===== config.mk =====
export PLATFORM = sky130hd
export DESIGN_NAME = sfx_voice_mixer
export DESIGN_NICKNAME = d
export VERILOG_FILES = /design/src/rtl/sfx_voice_mixer.sv
export SDC_FILE = /design/constraint.sdc
export NUM_CORES = 1
export LEC_CHECK = 0
export ABC_AREA = 1
export ABC_CLOCK_PERIOD_IN_PS = 5750
export CAP_MARGIN = 15
export CORE_UTILIZATION = 45
export CTS_BUF_LIST = sky130_fd_sc_hd__clkbuf_16
export DETAILED_ROUTE_END_ITERATION = 10
export GPL_TIMING_DRIVEN = 0
export MAX_ROUTING_LAYER = met4
export PLACE_DENSITY_LB_ADDON = 0.15
export SLEW_MARGIN = 30
export SYNTH_ARGS = -nofsm -noshare
export SYNTH_HDL_FRONTEND = slang
export SYNTH_SLANG_ARGS = --single-unit

===== constraint.sdc =====
create_clock -name CLOCK_50 -period 5.75 [get_ports CLOCK_50]
set_clock_uncertainty 0.2 [all_clocks]
set_input_delay 1.15 -clock CLOCK_50 [delete_from_list [all_inputs] [get_ports CLOCK_50]]
set_output_delay 1.15 -clock CLOCK_50 [all_outputs]
set_load 0.02 [all_outputs]

===== src/rtl/sfx_voice_mixer.sv =====
// Multi-voice sound-effect player: per-voice ROM walkers, saturating gain mixer,
// and a small first-word-fall-through FIFO feeding the codec write handshake.
module sfx_voice_mixer #(
   parameter int NV         = 2,
   parameter int AW         = 15,
   parameter int LEN        = 32768,
   parameter int ROM_LAT    = 1,
   parameter int TICK_DIV   = 1024,
   parameter int GAIN_SHIFT = 4,
   parameter int FIFO_DEPTH = 4
) (
   input  logic             CLOCK_50,
   input  logic             reset,
   input  logic [NV-1:0]    trig,
   output logic [NV*AW-1:0] rom_addr,
   input  logic [NV*24-1:0] rom_q,
   input  logic             write_ready,
   output logic             write,
   output logic [23:0]      writedata_left,
   output logic [23:0]      writedata_right,
   output logic [NV-1:0]    busy,
   output logic             overflow
);

   localparam int TW = (TICK_DIV > 1) ? $clog2(TICK_DIV) : 1;
   localparam int SW = 24 + $clog2(NV) + GAIN_SHIFT;
   localparam int PW = (FIFO_DEPTH > 1) ? $clog2(FIFO_DEPTH) : 1;
   localparam logic signed [SW-1:0] SAT_HI = {{(SW-23){1'b0}}, {23{1'b1}}};
   localparam logic signed [SW-1:0] SAT_LO = {{(SW-23){1'b1}}, {23{1'b0}}};

   typedef enum logic {S_IDLE, S_PLAY} voice_t;

   logic [TW-1:0] r_tick_cnt;
   logic          w_tick;

   assign w_tick = (r_tick_cnt == TW'(TICK_DIV - 1));

   always_ff @(posedge CLOCK_50) begin
      if (reset)       r_tick_cnt <= '0;
      else if (w_tick) r_tick_cnt <= '0;
      else             r_tick_cnt <= r_tick_cnt + TW'(1);
   end

   logic signed [SW-1:0] w_term [NV];

   genvar gi;
   generate
      for (gi = 0; gi < NV; gi++) begin : g_voice
         voice_t        r_state, w_state_next;
         logic [AW-1:0] r_addr, w_addr_next;
         logic [AW-1:0] r_rom_addr;
         logic          r_act;

         // A trigger wins over the tick advance in the same cycle.
         always_comb begin
            w_state_next = r_state;
            w_addr_next  = r_addr;
            if (trig[gi]) begin
               w_state_next = S_PLAY;
               w_addr_next  = '0;
            end else if (w_tick && (r_state == S_PLAY)) begin
               if (r_addr == AW'(LEN - 1)) begin
                  w_state_next = S_IDLE;
                  w_addr_next  = '0;
               end else begin
                  w_addr_next = r_addr + AW'(1);
               end
            end
         end

         always_ff @(posedge CLOCK_50) begin
            if (reset) begin
               r_state    <= S_IDLE;
               r_addr     <= '0;
               r_rom_addr <= '0;
               r_act      <= 1'b0;
            end else begin
               r_state <= w_state_next;
               r_addr  <= w_addr_next;
               if (w_tick) begin
                  r_rom_addr <= r_addr;
                  r_act      <= (r_state == S_PLAY);
               end
            end
         end

         assign busy[gi]               = (r_state == S_PLAY);
         assign rom_addr[gi*AW +: AW]  = r_rom_addr;
         assign w_term[gi] = r_act ? SW'($signed(rom_q[gi*24 +: 24])) : '0;
      end
   endgenerate

   logic signed [SW-1:0] w_sum;
   logic signed [SW-1:0] w_shift;
   logic [23:0]          w_sat;

   always_comb begin
      w_sum = '0;
      for (int i = 0; i < NV; i++) w_sum = w_sum + w_term[i];
      w_shift = w_sum <<< GAIN_SHIFT;
      if (w_shift > SAT_HI)      w_sat = 24'h7FFFFF;
      else if (w_shift < SAT_LO) w_sat = 24'h800000;
      else                       w_sat = w_shift[23:0];
   end

   // r_dly[k] marks cycle t+1+k after a tick; rom_q is valid at index ROM_LAT.
   logic [ROM_LAT:0] r_dly;
   logic [23:0]      r_mix;
   logic             r_mix_vld;

   always_ff @(posedge CLOCK_50) begin
      if (reset) begin
         r_dly     <= '0;
         r_mix     <= '0;
         r_mix_vld <= 1'b0;
      end else begin
         r_dly     <= {r_dly[ROM_LAT-1:0], w_tick};
         r_mix_vld <= r_dly[ROM_LAT];
         if (r_dly[ROM_LAT]) r_mix <= w_sat;
      end
   end

   logic [23:0]   r_mem [FIFO_DEPTH];
   logic [PW-1:0] r_wr_ptr, r_rd_ptr;
   logic [PW:0]   r_count;
   logic          w_empty, w_full, w_pop, w_push;

   assign w_empty = (r_count == '0);
   assign w_full  = (r_count == (PW+1)'(FIFO_DEPTH));
   assign w_pop   = write_ready & ~w_empty;
   assign w_push  = r_mix_vld & (~w_full | w_pop);

   always_ff @(posedge CLOCK_50) begin
      if (w_push) r_mem[r_wr_ptr] <= r_mix;
   end

   always_ff @(posedge CLOCK_50) begin
      if (reset) begin
         r_wr_ptr <= '0;
         r_rd_ptr <= '0;
         r_count  <= '0;
         overflow <= 1'b0;
      end else begin
         if (w_push) r_wr_ptr <= r_wr_ptr + PW'(1);
         if (w_pop)  r_rd_ptr <= r_rd_ptr + PW'(1);
         r_count <= r_count + (PW+1)'(w_push) - (PW+1)'(w_pop);
         if (r_mix_vld && w_full && !w_pop) overflow <= 1'b1;
      end
   end

   assign write           = w_pop;
   assign writedata_left  = w_empty ? 24'h0 : r_mem[r_rd_ptr];
   assign writedata_right = writedata_left;

endmodule

======== Word level (Yosys, flattened, before mapping) ========
Memory sizes are Yosys's and may differ from the RTL's. A register that Yosys moved wholly into a read port is not among the register bits.
Cells that the tools add are included.
cells by class
  bitwise gates (word level) .............. 5
  equal/unequal tests ..................... 4
  order comparisons ....................... 2
  reductions and logical operators ........ 15
  multiplexer cells ....................... 17
  add/subtract/negate cells ............... 8
operators with widths
  cell                     count
  $mux W24                 3
  $mux W25                 2
  $add A15 B1 Y15 const B  2
  $eq A15 B15 Y1 const B   2
  $mux W15                 2
  $gt A29 B24 Y1 const B   1
  $lt A29 B24 Y1 const B   1
  $add A25 B25 Y25         1
  $add A10 B1 Y10 const B  1
  $eq A10 B10 Y1 const B   1
  $mux W1                  8
  $reduce_bool A2 Y1       4
  $reduce_or A2 Y1         3
  $add A2 B1 Y2 const B    2
  $logic_and A1 B1 Y1      4
  $mux W2                  2
  $reduce_and A2 Y1        2
  $add A3 B1 Y3            1
  $eq A3 B3 Y1 const B     1
  $logic_not A3 Y1         1
  $sub A3 B1 Y3            1
  $and A1 B1 Y1            2
  $not A1 Y1               2
  $logic_not A1 Y1         1
  $or A1 B1 Y1             1
word-level totals
  bits in registers ....................... 109
  output and inout bits ................... 82
  memories ................................ 1
  word-level logic and storage cells ...... 68
  RAM bits ................................ 96
  input port bits ......................... 53
memory list
  name   words  bits a word  rd ports  clocked after memory_dff  wr ports  RTL line  RTL
  r_mem  4      24           1         1                         1         123       logic [23:0] r_mem [FIFO_DEPTH];

======== Logic depth before layout (Yosys ltp) ========
Gate-level depths: netlist of run 1.
  depth after elaboration ................. 7
  mapped depth ............................ 22
  depth with buffers taken out ............ 19

======== Worst setup path before layout of run 1 ========
Ideal clock, no wire load.
  path type ............................... input-to-reg
  start point ............................. input port rom_q[24]
  end point ............................... register r_mix[11]
  arrival ................................. 3,065 ps
  cell stages on the path ................. 16
  required time ........................... 5,493 ps
  path buffers ............................ 1
  slack ................................... 2,428 ps
  setup time .............................. 57 ps
  path through ............................ nand2_1 -> inv_1 -> ha_1 -> inv_1 -> fa_1 -> nor2_1 -> nor2_1 -> o21bai_2 -> nand2_1 -> nand3_2 -> xor2_4 -> nand3_4 -> buf_6 -> nand3_1 -> nand2_1 -> inv_1
between the ends
  word-level cells in the longest chain between the ends .. 5
  elaborated cells between the ends (all ways) .. 6
ends and longest elaborated chain
  element                 RTL line  RTL
  start: declaration      16        input logic [NV*24-1:0] rom_q,
  $mux W25 (*)            89        assign w_term[gi] = r_act ? SW'($signed(rom_q[gi*24 +: 24])) : '0;
  $add A25 B25 Y25 (*)    99        for (int i = 0; i < NV; i++) w_sum = w_sum + w_term[i];
  $lt A29 B24 Y1          102       else if (w_shift < SAT_LO) w_sat = 24'h800000;
  $mux W24                102
  $mux W24 (*)            101       if (w_shift > SAT_HI) w_sat = 24'h7FFFFF;
  end signal: assignment  119       if (r_dly[ROM_LAT]) r_mix <= w_sat;
  end: declaration        108       logic [23:0] r_mix;
Mark *: on every way between the ends. The rest lies on a longest branch, timed or not.
A chain may end at the register's enable or synchronous reset.

==> impl_metrics.py, run 1 <==
metrics = {
    "clock_network": {
        "post_cts_buffers": 0,
        "cts_tree": "done",
        "clk_transition_reported_paths_ns": 0.08,
        "root_buffer": "clkbuf_16",
        "cts_buffers": 17,
        "cts_hold_buf": 0,
        "h-tree-depth": 4,
        "worstSkewPairLatency_ns": 0.43,
        "post_cts_resized": 0,
        "cts.sinks": 192,
        "clock_path_buffers": 2,
    },
    "power": {
        "pwr-share-seq": 0.386,
        "p_comb_frac": 0.312,
        "cellPowerDensity_nw_per_um2": 305.2,
        "intPower_w": 0.002565,
        "switching_share": 0.3144,
        "power_leakage_nw": 5.441,
        "p_clk_frac": 0.302,
        "fin_total_pwr_w": 0.003741,
        "p_switching_w": 0.001176,
        "ir_worst_vdd_mv": 0.2412,
    },
    "yosys": {
        "synth_nets": 1391,
        "yosys_warnings": 0,
        "syn_avg_cell_area_um2": 7.624,
        "ys_seq_area_frac": 0.4715,
        "synthCells": 1303,
        "yosys.area.top_type": "edfxtp_1",
        "ys_seq_elements": 192,
        "synth_cell_types": 45,
        "yosysTopAreaCellShare": 0.2539,
        "syn_area_um2": 9935,
        "synth_area_leaders": "edfxtp_1, dfxtp_1, nand2_1",
    },
    "drt": {
        "drt_iter0_markers": 522,
        "detail_route.vias_per_cell": 4.828,
        "drcViolationCount": 0,
        "drt-total-wl_um": 23070,
        "wl_per_cell_um": 13.21,
        "num_vias": 8430,
        "first_pass_iters": 6,
        "ant_nets": 0,
    },
    "placed_design": {
        "hpwl_um": 17690,
        "portBuffers": 133,
        "gp_congestion": 0.9031,
    },
    "sta": {
        "fin_crit_sh": 0.7602,
        "setup_tns_ns": 0,
        "tightestPinTransition_ns": 0.6834,
        "hold_viol_final": 0,
        "min_period_ns": 4.371,
        "hold_slack_ns": 0.2140,
        "setup_viol": 0,
        "slew_headroom": 0.5433,
        "grt_setup_unrepaired": "no",
        "fmax_ghz": 0.2288,
        "slew_viol_final": 0,
    },
    "critical_path": {
        "worstPathCellList": "clkbuf_1 -> clkbuf_1 -> nor2_1 -> nor2_1 -> o21ai_0 -> a21oi_1 -> buf_4 -> clkdlybuf4s50_1",
        "critPathMaxStageDelay_ns": 0.59,
        "end_kind": "output port",
        "cp_num_buf_inv": 4,
        "crit_fanout": 10,
        "crit_arrival_ns": 3.02,
        "cp_slowest_cell": "clkdlybuf4s50_1",
        "criticalPathCategory": "flop to output port",
        "cp-start-kind": "flop",
        "required_ns": 4.40,
        "crit_family": "buffers and inverters",
    },
    "final_layout": {
        "insertedDiodeCount": 0,
        "regArea_um2": 4684,
        "fin_nets": 1546,
        "layout-drive-gt1-share": 0.06594,
        "multi_input_area_um2": 4199,
        "syn_to_final_growth_pct": 23.40,
        "fill_cells": 2029,
    },
    "floorplan": {
        "initial_utilization": 0.4653,
        "core_area_um2": 21350,
        "die_w_um": 150.6,
        "rows": 53,
        "num_io_pins": 135,
        "die_y_um": 150.6,
        "die-area_um2": 22670,
    },
    "status": {
        "outcome": "completed",
    },
    "global_route": {
        "grt_pass1_vias": 7750,
        "grt_start_max_net_pins": 22,
        "antenna_found_initial": 0,
        "grt_use_total": 0.2195,
        "grt_pass1_wl_um": 37690,
        "grt_overflow": 0,
    },
    "min_path": {
        "hold_class": "flop to flop",
    },
    "flow_run": {
        "max_cap_violations": 0,
    },
}
## per-stage QoR
step                cells  setup slack [ns]  area [µm²]  utilization
global route         1746             1.123       12260       0.5741
global placement     1711             1.515       11610       0.5437
detailed placement   1714             1.503       11690       0.5472
finish               1746             1.379       12260       0.5741
floorplan            1303             2.428        9935            -
CTS                  1746             1.322       12260       0.5741
## cell families after synthesis
group / Yosys count / synth area share
DFF: 192 / 0.4715
and+or+nand+nor: 626 / 0.2613
AOI/OAI and AO/OA: 173 / 0.09143
adders and majority gates: 35 / 0.04559
buffers and inverters: 255 / 0.1088
xor gates and xnor gates: 22 / 0.02129
## flip-flops by register name, indices dropped and copies added, names as in the netlist, 3 cells and up, named ones only
signal / flops
g_voice.r_addr: 30
g_voice.r_rom_addr: 30
r_count: 3
r_mem: 84
r_mix: 21
r_tick_cnt: 10
## cells in the mapped netlist, drive strengths merged
cell,count
and3,1
fa,2
a211oi,2
o21ai,86
ha,33
xnor2,7
clkbuf,37
buf,32
nor4,2
nor2,207
o21bai,3
or2,3
nor3,15
nand4,13
inv,185
nand3b,2
nand3,62
nor3b,2
nand2,318
o31ai,1
a31o,1
xor2,15
a31oi,4
and2,1
o21a,3
clkinv,1
dfxtp,108
a21oi,73
edfxtp,84
## final timing paths
path	cells after the start	to	startpoint	slack [ns]
setup / recovery	8	writedata_left[3]	flop	1.38
hold / removal	2	r_dly[1]	r_dly[0]	0.21
setup reg to reg	18	r_mix[14]	g_voice[0].r_act	2.03
hold reg to reg	2	r_dly[1]	r_dly[0]	0.21
## power groups by stage
| stage | Combinational (W) | Clock, W | Sequential, W |
|---|---|---|---|
| after floorplan | 0.000670 | 0 | 0.00147 |
| after global placement | 0.00117 | 0 | 0.00147 |
| after detailed placement | 0.00118 | 0 | 0.00147 |
| after CTS | 0.00118 | 0.00115 | 0.00144 |
| after global routing | 0.00126 | 0.00120 | 0.00145 |
| final | 0.00117 | 0.00113 | 0.00144 |
## per-layer routing
layer,up-vias,share of wire,GRT usage
li1,4432,-,-
met1,3780,0.49,0.2911
met2,202,0.46,0.3516
met3,16,0.041,0.03242
met4,0,0.011,0.05650
met5,-,0,-
## placed cells by master, fill, tap and decap left out, drive strengths merged, types with 33 or more instances in the layout
master and n:
buf 35, dfxtp 108, o21ai 86, nor2 207, nand3 62, inv 195, a21oi 73, edfxtp 84
nand2 318, clkbuf 54, clkdlybuf4s50 133, ha 33
## worst reg2reg max path, delay by kind of cell, from the launching register on
kind            cells  cell delay (ns)
compound gates      2             0.51
xor+xnor            1             0.25
fa+ha+maj           2             0.58
buf+inv             5             0.94
flops               1             0.31
simple gates        8             0.84
## cell type report
cell class	instances	share of cell area
inverters	186	0.05695
flip-flops and latches	192	0.3821
clock buffers	17	0.03470
multi-input cells	856	0.3425
clock inverters	15	0.01215
well taps	275	0.02807
plain buffers	69	0.03123
repair buffers	136	0.1123
Note: power is estimated with default switching activity, not from simulation.
==> inputs of run 2 (changes only) <==
Settings changed: ABC_CLOCK_PERIOD_IN_PS 5750 to 3600.
Clock period 5.75 ns to 3.6 ns, I/O delays scaled along.
==> run 2 against run 1 <==
  * Design area is 0.24% higher
  * First-iteration DRC count is 4.4% lower
  * Via count hardly changed
  * Sequential share of layout area is 0.073 points lower
  * Utilization is 0.14 points higher
  * Cell count is 0.11% lower
  * Sequential cell count stayed put
  * Critical endpoint unchanged
  * Largest cell class unchanged
==> impl_metrics.py, run 2 (synthesis gave the netlist of run 1 again) <==
metrics = {
    "drt": {
        "num_vias": 8431,
        "drt-total-wl_um": 23240,
        "top_layer": "met4",
        "first_pass_iters": 5,
        "drcViolationCount": 0,
        "wl_per_cell_um": 13.33,
        "drt_iter0_markers": 499,
        "detail_route.vias_per_cell": 4.834,
        "met3_length_um": 936,
        "wl_met2_um": 10650,
        "met1_length_um": 11400,
        "ant_nets": 0,
    },
    "critical_path": {
        "cp_slowest_cell": "clkdlybuf4s50_1",
        "cp-start-kind": "flop",
        "critPathMaxStageDelay_ns": 0.59,
        "worstPathCellList": "inv_1 -> clkbuf_1 -> nor2_1 -> o21ai_0 -> a21oi_2 -> buf_4 -> buf_4 -> clkdlybuf4s50_1",
        "criticalPathCategory": "flop to output port",
        "required_ns": 2.68,
        "crit_fanout": 10,
        "crit_top_cell": "buf_4",
        "end_kind": "output port",
        "crit_arrival_ns": 2.56,
        "r2r-start": "g_voice[0].r_act",
    },
    "sta": {
        "fin_crit_sh": 0.9667,
        "setup_tns_ns": 0,
        "min_period_ns": 3.480,
        "setup_ws_ns": 0.1199,
        "tightestPinTransition_ns": 0.6820,
        "setup_viol": 0,
        "fmax_ghz": 0.2873,
        "slew_headroom": 0.5443,
        "hold_viol_final": 0,
        "slew_viol_final": 0,
    },
    "clock_network": {
        "clk_transition_reported_paths_ns": 0.08,
        "clock_path_buffers": 2,
        "worstSkewPairLatency_ns": 0.43,
        "cts.sinks": 192,
        "cts_tree": "done",
        "cts_buffers": 17,
        "root_buffer": "clkbuf_16",
        "h-tree-depth": 4,
    },
    "floorplan": {
        "die_y_um": 150.6,
        "rows": 53,
        "core_area_um2": 21350,
        "die-area_um2": 22670,
        "die_w_um": 150.6,
        "initial_utilization": 0.4653,
        "num_io_pins": 135,
    },
    "global_route": {
        "grt_pass1_vias": 7741,
        "antenna_found_initial": 0,
        "grt_pass1_wl_um": 37720,
        "grt_overflow": 0,
        "grt_start_max_net_pins": 22,
        "grt_use_total": 0.2197,
    },
    "power": {
        "power_leakage_nw": 5.485,
        "cellPowerDensity_nw_per_um2": 488.7,
        "ir_worst_vdd_mv": 0.3881,
    },
    "final_layout": {
        "largest_register": "r_mem",
        "largest_reg_flops": 84,
        "fin_nets": 1544,
        "top_regs": "r_mem x84, g_voice.r_addr x30, g_voice.r_rom_addr x30",
        "layout_commonest_cell": "nand2_1",
        "syn_to_final_growth_pct": 23.70,
        "insertedDiodeCount": 0,
        "layout-drive-gt1-share": 0.07897,
        "final_cell_mix": "nand2_1, nor2_1, inv_1, clkdlybuf4s50_1, dfxtp_1",
    },
    "placed_design": {
        "dp_slack_ns": -0.1711,
        "portBuffers": 133,
        "gp_congestion": 0.9031,
        "hpwl_um": 17690,
    },
    "min_path": {
        "hold_class": "flop to flop",
        "worstHoldStart": "r_dly[0]",
    },
    "flow_run": {
        "max_cap_violations": 0,
    },
    "status": {
        "outcome": "completed",
    },
}
## run 2: per-layer routing
layer,vias to the layer above,GRT usage
met5,-,-
li1,4427,-
met4,0,0.05650
met1,3791,0.2915
met3,17,0.03242
met2,196,0.3518
## run 2: critical path: cells and delay by family (launching register included)
kind / cells / cell delay (ns)
simple gates: 1 / 0.15
buf+inv: 5 / 1.24
compound gates: 2 / 0.31
flops: 1 / 0.43
## run 2: what timing repair did
action	in CTS	in global routing
gates resized for setup	8	19
pin swaps	1	1
setup buffers	0	1
endpoints found under the setup margin	61	41
hold buffers	0	0
## run 2: per-stage QoR
stage               power, W  area (µm²)  hold WS (ns)  instances  utilization
global placement    0.004215       11610        0.2099       1711       0.5437
global route        0.006269       12290        0.2372       1744       0.5755
finish              0.006006       12290        0.2138       1744       0.5755
CTS                 0.006030       12260        0.2214       1744       0.5744
floorplan           0.003418        9935        0.1883       1303            -
detailed placement  0.004236       11690        0.2113       1714       0.5472
## run 2: cell type report
class / count / area, µm²
plain buffers: 66 / 389.1
clock buffers: 17 / 425.4
clock inverters: 15 / 148.9
fillers: 2021 / 9064
inverters: 186 / 698.2
multi-input cells: 856 / 4213
flip-flops and latches: 192 / 4687
well taps: 275 / 344.1
repair buffers: 137 / 1384
## run 2: path summary, 6_finish.rpt
| path | endpoint | slack, ns | cells past startpoint |
|---|---|---|---|
| setup reg to reg | r_mix[18] | 0.31 | 19 |
| setup / recovery | writedata_left[3] | 0.12 | 8 |
| hold / removal | r_dly[1] | 0.21 | 2 |
| hold reg to reg | r_dly[1] | 0.21 | 2 |
## run 2: power breakdown
| part | internal (W) | leakage [nW] | switching, W |
|---|---|---|---|
| registers | 0.00228 | 1.65 | 0.0000320 |
| clock network | 0.000922 | 0.288 | 0.000890 |
| logic | 0.000910 | 3.55 | 0.000970 |
